### src/rtl/pfpred_serializer_pkg.sv
// Local package for the prediction serializer: FSM state encoding,
// counter ceiling and the small arithmetic helpers used by the top.
package pfpred_serializer_pkg;

    typedef enum logic {
        PFS_IDLE  = 1'b0,
        PFS_ISSUE = 1'b1
    } pfs_state_t;

    localparam logic [15:0] PFS_CNT_MAX = 16'hFFFF;

    // Number of set bits in a 4-bit slot mask (0..4).
    function automatic logic [2:0] pfs_popcount4(input logic [3:0] m);
        pfs_popcount4 = {2'b00, m[0]} + {2'b00, m[1]} + {2'b00, m[2]} + {2'b00, m[3]};
    endfunction

    // Add a small increment to a statistics counter, clamping at the ceiling
    // instead of wrapping back to zero.
    function automatic logic [15:0] pfs_sat_add(input logic [15:0] cnt, input logic [2:0] inc);
        logic [16:0] sum;
        sum = {1'b0, cnt} + {14'd0, inc};
        pfs_sat_add = sum[16] ? PFS_CNT_MAX : sum[15:0];
    endfunction

endpackage

### src/rtl/scmem_pkg.sv
// Shared scmem type package.
// Holds the field types exchanged between the prefetch monitor, the
// prefetch serializer and the core request path.
package scmem_pkg;

    typedef logic [5:0]  SC_robid_type;
    typedef logic [11:0] PF_delta_type;
    typedef logic [2:0]  PF_weigth_type;
    typedef logic [7:0]  PF_entry_type;

endpackage

### src/rtl/pfs_pick4.sv
// Combinational 4-bit lowest-set-bit priority picker.
// Ports:
//   req   - pending slot mask
//   grant - one-hot of the lowest set bit of req (zero when req is zero)
//   index - binary index of the granted bit (zero when req is zero)
module pfs_pick4 (
    input  logic [3:0] req,
    output logic [3:0] grant,
    output logic [1:0] index
);

    // Slot 0 has the highest priority so slots leave in ascending order.
    always_comb begin
        grant = 4'b0000;
        index = 2'd0;
        if (req[0]) begin
            grant = 4'b0001;
            index = 2'd0;
        end else if (req[1]) begin
            grant = 4'b0010;
            index = 2'd1;
        end else if (req[2]) begin
            grant = 4'b0100;
            index = 2'd2;
        end else if (req[3]) begin
            grant = 4'b1000;
            index = 2'd3;
        end
    end

endmodule

### src/rtl/pfpred_serializer.sv
// Prediction packet serializer.
// Accepts a four-slot delta prediction packet from the prefetch monitor,
// drops slots whose weight is below PFS_WTHRESH or whose delta is zero,
// and issues the surviving slots one per cycle as single prefetch requests.
// Ports:
//   clk, reset                    - clock, synchronous active-high reset
//   pfmtocore_pred_*              - input packet (valid/retry handshake,
//                                   entry plus four rid/delta/weight slots)
//   pfs_flush                     - drop the held packet
//   pfstocore_req_*               - output request (valid/retry handshake,
//                                   entry, rid, delta, weight, source slot)
//   pfs_stat_issued/filtered      - saturating event counters
module pfpred_serializer
    import scmem_pkg::*;
    import pfpred_serializer_pkg::*;
#(
    parameter PF_weigth_type PFS_WTHRESH = 3'd1
) (
    input  logic          clk,
    input  logic          reset,
    input  logic          pfmtocore_pred_valid,
    output logic          pfmtocore_pred_retry,
    input  PF_entry_type  pfmtocore_pred_pfentry,
    input  SC_robid_type  pfmtocore_pred_d0_rid,
    input  PF_delta_type  pfmtocore_pred_d0_val,
    input  PF_weigth_type pfmtocore_pred_d0_w,
    input  SC_robid_type  pfmtocore_pred_d1_rid,
    input  PF_delta_type  pfmtocore_pred_d1_val,
    input  PF_weigth_type pfmtocore_pred_d1_w,
    input  SC_robid_type  pfmtocore_pred_d2_rid,
    input  PF_delta_type  pfmtocore_pred_d2_val,
    input  PF_weigth_type pfmtocore_pred_d2_w,
    input  SC_robid_type  pfmtocore_pred_d3_rid,
    input  PF_delta_type  pfmtocore_pred_d3_val,
    input  PF_weigth_type pfmtocore_pred_d3_w,
    input  logic          pfs_flush,
    output logic          pfstocore_req_valid,
    input  logic          pfstocore_req_retry,
    output PF_entry_type  pfstocore_req_pfentry,
    output SC_robid_type  pfstocore_req_rid,
    output PF_delta_type  pfstocore_req_delta,
    output PF_weigth_type pfstocore_req_w,
    output logic [1:0]    pfstocore_req_slot,
    output logic [15:0]   pfs_stat_issued,
    output logic [15:0]   pfs_stat_filtered
);

    pfs_state_t    state;
    logic [3:0]    mask;
    PF_entry_type  held_entry;
    SC_robid_type  held_rid   [4];
    PF_delta_type  held_delta [4];
    PF_weigth_type held_w     [4];

    SC_robid_type  in_rid [4];
    PF_delta_type  in_val [4];
    PF_weigth_type in_w   [4];

    logic [3:0] qual;
    logic [3:0] grant;
    logic [1:0] pick_idx;
    logic       out_xfer;
    logic       last_xfer;
    logic       in_xfer;

    assign in_rid[0] = pfmtocore_pred_d0_rid;
    assign in_rid[1] = pfmtocore_pred_d1_rid;
    assign in_rid[2] = pfmtocore_pred_d2_rid;
    assign in_rid[3] = pfmtocore_pred_d3_rid;
    assign in_val[0] = pfmtocore_pred_d0_val;
    assign in_val[1] = pfmtocore_pred_d1_val;
    assign in_val[2] = pfmtocore_pred_d2_val;
    assign in_val[3] = pfmtocore_pred_d3_val;
    assign in_w[0]   = pfmtocore_pred_d0_w;
    assign in_w[1]   = pfmtocore_pred_d1_w;
    assign in_w[2]   = pfmtocore_pred_d2_w;
    assign in_w[3]   = pfmtocore_pred_d3_w;

    // A slot is worth issuing only if it is confident enough and actually
    // points somewhere other than the current line.
    always_comb begin
        qual = 4'b0000;
        for (int n = 0; n < 4; n++) begin
            qual[n] = (in_w[n] >= PFS_WTHRESH) && (in_val[n] != '0);
        end
    end

    pfs_pick4 u_pick (
        .req   (mask),
        .grant (grant),
        .index (pick_idx)
    );

    assign out_xfer  = pfstocore_req_valid & ~pfstocore_req_retry;
    assign last_xfer = out_xfer & ((mask & ~grant) == 4'b0000);
    assign in_xfer   = pfmtocore_pred_valid & ~pfmtocore_pred_retry;

    // Back-pressure towards the monitor. The slot that is leaving this cycle
    // opens the door for the next packet combinationally, so a new packet can
    // follow the last request with no bubble. Reset and flush always block.
    always_comb begin
        pfmtocore_pred_retry = 1'b0;
        if (reset || pfs_flush) begin
            pfmtocore_pred_retry = 1'b1;
        end else if (state == PFS_ISSUE) begin
            pfmtocore_pred_retry = ~last_xfer;
        end
    end

    // Request payload always reflects the lowest pending slot of the held
    // packet; it is meaningless while the request is not valid.
    assign pfstocore_req_pfentry = held_entry;
    assign pfstocore_req_rid     = held_rid[pick_idx];
    assign pfstocore_req_delta   = held_delta[pick_idx];
    assign pfstocore_req_w       = held_w[pick_idx];
    assign pfstocore_req_slot    = pick_idx;

    // Serializer FSM. A flush wins over a packet arriving in the same cycle,
    // but a request that leaves during the flush still counts as issued.
    // A packet accepted while the last slot leaves replaces the old one
    // directly, without passing through IDLE.
    always_ff @(posedge clk) begin
        if (reset) begin
            state               <= PFS_IDLE;
            mask                <= 4'b0000;
            pfstocore_req_valid <= 1'b0;
            pfs_stat_issued     <= 16'd0;
            pfs_stat_filtered   <= 16'd0;
        end else begin
            if (out_xfer) begin
                pfs_stat_issued <= pfs_sat_add(pfs_stat_issued, 3'd1);
            end
            if (pfs_flush) begin
                state               <= PFS_IDLE;
                mask                <= 4'b0000;
                pfstocore_req_valid <= 1'b0;
            end else if (in_xfer) begin
                held_entry <= pfmtocore_pred_pfentry;
                for (int n = 0; n < 4; n++) begin
                    held_rid[n]   <= in_rid[n];
                    held_delta[n] <= in_val[n];
                    held_w[n]     <= in_w[n];
                end
                mask              <= qual;
                pfs_stat_filtered <= pfs_sat_add(pfs_stat_filtered, 3'd4 - pfs_popcount4(qual));
                if (qual != 4'b0000) begin
                    state               <= PFS_ISSUE;
                    pfstocore_req_valid <= 1'b1;
                end else begin
                    state               <= PFS_IDLE;
                    pfstocore_req_valid <= 1'b0;
                end
            end else if (out_xfer) begin
                mask <= mask & ~grant;
                if (last_xfer) begin
                    state               <= PFS_IDLE;
                    pfstocore_req_valid <= 1'b0;
                end
            end
        end
    end

endmodule

### config.mk
export PLATFORM = sky130hd
export DESIGN_NAME = pfpred_serializer
export DESIGN_NICKNAME = d
export VERILOG_FILES = /design/src/rtl/pfpred_serializer_pkg.sv /design/src/rtl/scmem_pkg.sv /design/src/rtl/pfs_pick4.sv /design/src/rtl/pfpred_serializer.sv
export SDC_FILE = /design/constraint.sdc
export NUM_CORES = 1
export LEC_CHECK = 0
export ABC_AREA = 1
export BUFFER_PORTS_ARGS = -buffer_cell sky130_fd_sc_hd__buf_4
export CAP_MARGIN = 20
export CORE_ASPECT_RATIO = 0.7
export CORE_MARGIN = 2
export CORE_UTILIZATION = 40
export DETAILED_ROUTE_END_ITERATION = 7
export SLEW_MARGIN = 20
export SYNTH_ARGS = -nofsm -noshare
export SYNTH_HDL_FRONTEND = slang
export SYNTH_SLANG_ARGS = --single-unit
### constraint.sdc
create_clock -name clk -period 4.85 [get_ports clk]
set_clock_uncertainty 0.05 [all_clocks]
set_input_delay 0.2425 -clock clk [delete_from_list [all_inputs] [get_ports clk]]
set_output_delay 0.2425 -clock clk [all_outputs]
set_load 0.05 [all_outputs]
== Yosys cells after proc, flatten, opt, wreduce, memory -nomap -nowiden ==
Memories as Yosys holds them, arrays and structs flattened.
Index checks and enable logic that the tools add are counted.
Operators by class
  $add $sub $neg: 6
  multipliers: 0
  divide/modulo/power cells: 0
  magnitude comparators: 4
  equality and inequality tests: 0
  shift operators: 0
  muxes and demuxes: 22
  bitwise operators: 10
  reduce and logical (&&, ||, !) cells: 17
Operators by type and width (number)
  $reduce_bool A12 Y1: 4
  $mux W16: 2
  $mux W4: 6
  $add A16 B1 Y17 const B: 1
  $add A16 B3 Y17: 1
  $ge A3 B1 Y1 const B: 4
  $mux W1: 10
  $mux W2: 4
  $not A1 Y1: 5
  $and A4 B4 Y4: 1
  $logic_and A1 B1 Y1: 4
  $logic_not A4 Y1: 1
  $not A4 Y4: 1
  $reduce_and A2 Y1: 2
  $reduce_bool A2 Y1: 2
  $reduce_bool A4 Y1: 1
  $add A2 B1 Y3: 1
  $add A3 B1 Y3: 1
  $and A1 B1 Y1: 3
  $reduce_and A3 Y1: 1
  $sub A3 B3 Y3 const A: 1
  $add A1 B1 Y2: 1
  $reduce_or A2 Y1: 1
  $logic_or A1 B1 Y1: 1
Word-level totals
  flip-flop bits (word level): 45
  bits in latches: 0
  RAM bits: 84
  ROM bits: 0
  bits of input ports: 97
  output and inout port bits: 65
  memories kept: 3
Memory list
  held_delta: depth 4, bits a word 12, read ports 1, clocked after Yosys merged registers in 0, write ports 4, line pfpred_serializer.sv:52  | PF_delta_type held_delta [4];
  held_rid: depth 4, bits a word 6, read ports 1, clocked after Yosys merged registers in 0, write ports 4, line pfpred_serializer.sv:51  | SC_robid_type held_rid [4];
  held_w: depth 4, bits a word 3, read ports 1, clocked after Yosys merged registers in 0, write ports 4, line pfpred_serializer.sv:53  | PF_weigth_type held_w [4];

== Logic depth before layout (Yosys ltp) ==
  depth in word-level cells: 17
  depth in mapped cells: 18
  gate-level depth less buffers: 18

== Hierarchy ==
Synthesis repeated with hierarchy kept, for this count alone.
Unflattened totals
  cells, all modules: 616
  area, all modules: 6023.3 um^2
Modules (own cells, without submodules)
  pfpred_serializer: instances 1, cells each 604, area an instance 5963.2 um^2, seq. area each 3503.4 um^2
  pfs_pick4: instances 1, cells each 12, area an instance 60.1 um^2, seq. area each 0.0 um^2

== Worst setup path before layout ==
OpenSTA, ideal clock, no wires.
  path type: register to register
  from: register state
  to: memory held_delta[0][0] (netlist bit) (enable)
  library setup time: 438 ps
  data arrival time: 3209 ps
  required time: 4362 ps
  path slack: 1153 ps
  cell stages (with the launch flop): 9
  path buffers: 2
  period minus slack after synthesis: 3697 ps
  path through: dfxtp_1 > nand2_2 > nor2_1 > nand3_1 > nand2_2 > nand3_2 > buf_4 > buf_6 > inv_1
RTL lines
  from (decl): line pfpred_serializer.sv:48  | pfs_state_t state;
  from (signal assigned): line pfpred_serializer.sv:124  | state <= PFS_IDLE;
  from (signal assigned): line pfpred_serializer.sv:134  | state <= PFS_IDLE;
  from (signal assigned): line pfpred_serializer.sv:147  | state <= PFS_ISSUE;
  to (decl): line pfpred_serializer.sv:52

== Final worst setup path ==
  from: input pfmtocore_pred_d1_val[0]
  to: register pfs_stat_filtered[8]
On the way
  longest elaborated chain between the ends: 8
Ends and longest elaborated chain
  from (decl): line pfpred_serializer.sv:28  | input PF_delta_type pfmtocore_pred_d1_val,
  $reduce_bool A12 Y1: line pfpred_serializer.sv:84  | qual[n] = (in_w[n] >= PFS_WTHRESH) && (in_val[n] != '0);
  $logic_and A1 B1 Y1: line pfpred_serializer.sv:84
  $add A1 B1 Y2: line pfpred_serializer_pkg.sv:14  | pfs_popcount4 = {2'b00, m[0]} + {2'b00, m[1]} + {2'b00, m[2]} + {2'b00, m[3]};
  $add A2 B1 Y3: line pfpred_serializer_pkg.sv:14
  $add A3 B1 Y3: line pfpred_serializer_pkg.sv:14
  $sub A3 B3 Y3: line pfpred_serializer.sv:145  | pfs_stat_filtered <= pfs_sat_add(pfs_stat_filtered, 3'd4 - pfs_popcount4(qual));
  $add A16 B3 Y17: line pfpred_serializer_pkg.sv:21  | sum = {1'b0, cnt} + {14'd0, inc};
  $mux W16: line pfpred_serializer_pkg.sv:22  | pfs_sat_add = sum[16] ? PFS_CNT_MAX : sum[15:0];
  to (signal assigned): line pfpred_serializer.sv:145
  to (decl): line pfpred_serializer.sv:45  | output logic [15:0] pfs_stat_filtered
No other way between the ends.
A chain may end at the register's enable or synchronous reset.

==> impl.org <==
** Run status
- Status :: complete, no violations

** Timing
- Static timing analysis puts the maximum clock frequency at approximately 0.27 GHz.
- Setup_tns :: 0 ps
- Transition at the pin with the smallest max-transition slack :: approximately 870 ps
- After layout, the minimum clock period comes to roughly 3600 ps.
- Unrepaired setup endpoints after global routing :: no
- In this run the tightest slew margin relative to its limit is between 40% and 50%.
- The worst path uses 75.3% of the clock period.
- The total count of hold-check failures in the final report came to 0.
- Crit path setup slack, layout :: approximately 1200 ps
- The number of max-slew violations in the final report was 0.
- Setup violations remaining at the end of the flow were counted as 0.

** Clock tree
- Register clock-pin slew on the reported worst setup and hold paths :: 60 ps
- For this design, the CTS-stage hold fixing added 92 buffers.
- Maximum clock insertion buffer count :: 2
- TritonCTS built the clock tree.
- Number of setup buffers added after CTS :: 0
- Sinks on Clock Net :: between 100 and 150
- Root Driver :: clkbuf_16
- Number of buffers inserted during clock tree synthesis :: 17
- H-tree depth :: 4
- For the worst-skew pair, the clock arrives at the later sink with an insertion delay of about 410 ps.
- Gates resized during post-CTS repair numbered 0.

** Finish
- In the final layout, the share of cells above drive strength 1 is between 20% and 30%.
- At the end of the flow the core is filled with cells to 60.5%.
- Net count reported at finish :: 987
- FILL cells :: 1252
- The multi-input combinational cells in the finished layout cover a total of around 2100 um2.
- 0 antenna diodes ended up in the layout.
- Sequential standard cell area :: around 3500 um2
- The area growth from synthesis to layout is 48.9%.

** Floorplan
- During I/O placement, the number of pins put on the boundary was approximately 160.
- The core region is about 15000 um2.
- # rows :: 37
- Die footprint :: between 15000 and 20000 um2
- Initial Util :: between 40 and 50%
- Die width :: 150 um
- Die extent in y :: about 110 um

** Placed design
- Timing analysis after detailed placement gives a worst setup slack of around 1400 ps.
- After legalization and detailed placement, the total HPWL measured about 11 mm.
- Input and output buffers added on the ports amount to roughly 160.
- Routability-driven placement finished with a final weighted congestion of 0.845.

** Detailed routing
- For this block, the routed nets add up to 16.2 mm of wire.
- DR WL/cell :: 14.8 um
- The count of nets left with antenna violations once routing finished came out at 0.
- Violation count after the first detailed-route iteration :: a little over 300
- Number of search-and-repair iterations in the first detailed-routing pass :: 5
- In the routed layout, each cell is associated on average with a via count of approximately 4.9.
- Across all layers, the routed design uses ~5.3k vias.
- In the routed design, unresolved DRC markers number 0.

** Yosys
- Yosys instantiated no cell more often than nand2_1.
- Synth top cells by count :: nand2_1 (125), edfxtp_1 (92), nor2_1 (92), inv_1 (54), o21ai_0 (45)
- In this run, synthesis inferred 92 flip-flops with an integrated enable.
- Of the total synthesized cell area, the portion taken by XOR and XNOR cells is 1.77%.
- After technology mapping, the gate count stands at 625.
- In the synthesized netlist the dominant register cell turns out to be edfxtp_1.
- In the synthesized netlist, mux cells make up 0% of the area.
- In the post-synthesis netlist, the biggest area contributors are edfxtp_1 (47%), dfxtp_1 (12%), nand2_1 (7.9%).
- Synthesized net count :: 730
- Complex-gate fraction of the synthesized area :: ~10%
- Cell area after synthesis :: slightly below 6000 um2
- Combinational family with the most area after synthesis :: simple AND/OR/NAND/NOR gates
- Share of async-settable or async-resettable flops after synthesis :: 0%
- Adder-Cell Fraction of Synth Area :: 1.94%
- Top cell type by total area after synthesis :: edfxtp_1
- During synthesis, Yosys emitted a total of 0 warnings.
- Of the post-synthesis cell area, the dominant cell type holds between 40% and 50%.
- Post-synthesis register bit count :: between 100 and 150
- For this run, the register share of the synthesized area comes to approximately 60%.
- Count of unique library cells instantiated by Yosys :: 37
- Each instance of the synthesized netlist takes up on average roughly 9.5 um2.
- Post-synthesis share of cell area spent on and, or, nand and nor gates :: a little over a fifth

** Setup path
- For the worst flop-to-flop path, the logic depth is 7.
- Maximum fanout count along the critical path :: 16
- CP Data Required Time :: 5140 ps
- Start of the worst register-to-register path :: state$_SDFFE_PP0P_
- Across all register-to-register paths, the minimum setup slack is around 1900 ps.
- Slowest library cell on the worst path :: dlygate4sd3_1
- Timing endpoint of the critical path :: pfs_stat_filtered[8]$_SDFFE_PP0P_
- The worst register-to-register path ends at held_delta[2][2]$_DFFE_PP_.
- Data arrives at the worst endpoint at ~3900 ps.
- Cell mode on critical path :: nand2_1
- Cell chain of the critical path :: dlygate4sd3_1 -> buf_4 -> nor2_1 -> nand2_1 -> nor2_1 -> nand2_1 -> nand2_1 -> fa_1 -> ha_1 -> ha_1 -> inv_1 -> fa_1 -> o21ai_4 -> nand4_4 -> nand3_1 -> nand2_1 -> a21oi_1
- Type of the worst setup path :: primary input to flop
- Endpoint kind of the worst setup timing path :: flop
- Critical Path Start Type :: primary input
- Largest incremental delay on the critical path :: ~560 ps
- The critical path starts at pfmtocore_pred_d1_val[0].

** Global routing
- Aggregate global routing overflow :: 0
- Number of global-route vias before repair :: around 5.3k
- The first global-routing pass estimated 26.1 mm of wire.
- Pin count of the biggest net entering global routing :: 54
- The initial antenna violation count is 0.
- All-Layer GR Usage :: about a fifth

** Power
- Power per standard cell area :: around 320 nW/um2
- Total power :: 0.00280 W
- VDD IR-drop max :: around 0.24 mV
- The analysis attributes to cell leakage a power of 3.57 nW.

** Worst hold path
- Type of the most critical hold path :: primary input to flop

** Flow run
- Across the run, the number of max-cap violations was 0.
[cell families (layout without fill, tap and decap cells)]
kind of cell | Yosys count | in the layout
AO/OA/AOI/OAI | 107 | 107
XOR/XNOR | 12 | 12
adder cells (fa/ha/maj) | 8 | 8
buffers and inverters | 76 | 346
flip-flops | 129 | 129
AND/OR/NAND/NOR | 293 | 293
[layout by cell type (no fill, tap or decap), drive strengths merged]
cell type and instances:
a21oi 35, a31oi 3, and2 4, buf 166, bufinv 2, clkbuf 18, clkinv 7, clkinvlp 3
dfxtp 37, dlygate4sd3 92, edfxtp 92, fa 2, ha 6, inv 58, nand2 131, nand3 37
nand3b 4, nand4 11, nor2 96, nor3 5, o211a 1, o21a 1, o21ai 46, o22ai 21
or2 3, or3 2, xnor2 3, xor2 9
[state kept, by name, summed over array words and instances, names as in the netlist]
signal                 count
held_delta                48
held_rid                  24
held_w                    12
mask                       4
pfs_stat_filtered         16
pfs_stat_issued           16
pfstocore_req_pfentry      8
state                      1
[worst max-delay path, delay by kind of cell]
family          cells  cell delay [ps]
compound gates      2              400
buf+inv             3              780
fa+ha+maj           4             1430
simple gates        8             1110
[metrics by stage]
| step | cells | instance area [um2] | hold WS, ps |
|---|---|---|---|
| after floorplan | 625 | 5930 | 291 |
| after global placement | 966 | 7320 | 371 |
| after detailed placement | 966 | 7320 | 372 |
| after CTS | 1090 | 8830 | 152 |
| after global routing | 1090 | 8830 | 172 |
| final | 1090 | 8830 | 161 |
[where the power goes]
group          switching, W  internal, W  total, W
registers        0.00000729      0.00121   0.00122
logic              0.000171     0.000144  0.000315
clock network      0.000507     0.000764   0.00127
total              0.000685      0.00212   0.00280
[routing by layer]
metal | share of wire (%) | vias to the layer above | GRT usage, %
met4 | 0.83 | 0 | 6.39
met5 | 0 | - | 0
met1 | 47 | 2486 | 29.2
li1 | - | 2643 | -
met2 | 46 | 173 | 33.6
met3 | 6.2 | 15 | 4.94
[final cells by class]
class	count	share of cell area, %
clock buffer	18	4.86
clock inverter	14	1.77
inverter	56	2.41
multi-input combinational	420	24.0
sequential	129	39.7
tap	195	2.76
timing repair buffer	258	24.5
[how the worst min path moves through the flow]
| stage | from | end | slack [ps] | depth (start not counted) |
|---|---|---|---|---|
| floorplan | pfmtocore_pred_d0_val[0] | held_delta[0][0]$_DFFE_PP_ | 290 | 0 |
| global placement | pfmtocore_pred_d0_rid[1] | held_rid[0][1]$_DFFE_PP_ | 370 | 1 |
| detailed placement | pfmtocore_pred_d1_rid[1] | held_rid[1][1]$_DFFE_PP_ | 370 | 1 |
| CTS | pfs_flush | mask[3]$_SDFFE_PP0P_ | 150 | 4 |
| global route | pfs_flush | mask[1]$_SDFFE_PP0P_ | 170 | 4 |
| finish | pfs_flush | mask[3]$_SDFFE_PP0P_ | 160 | 4 |
(Power assumes the default switching activity.)
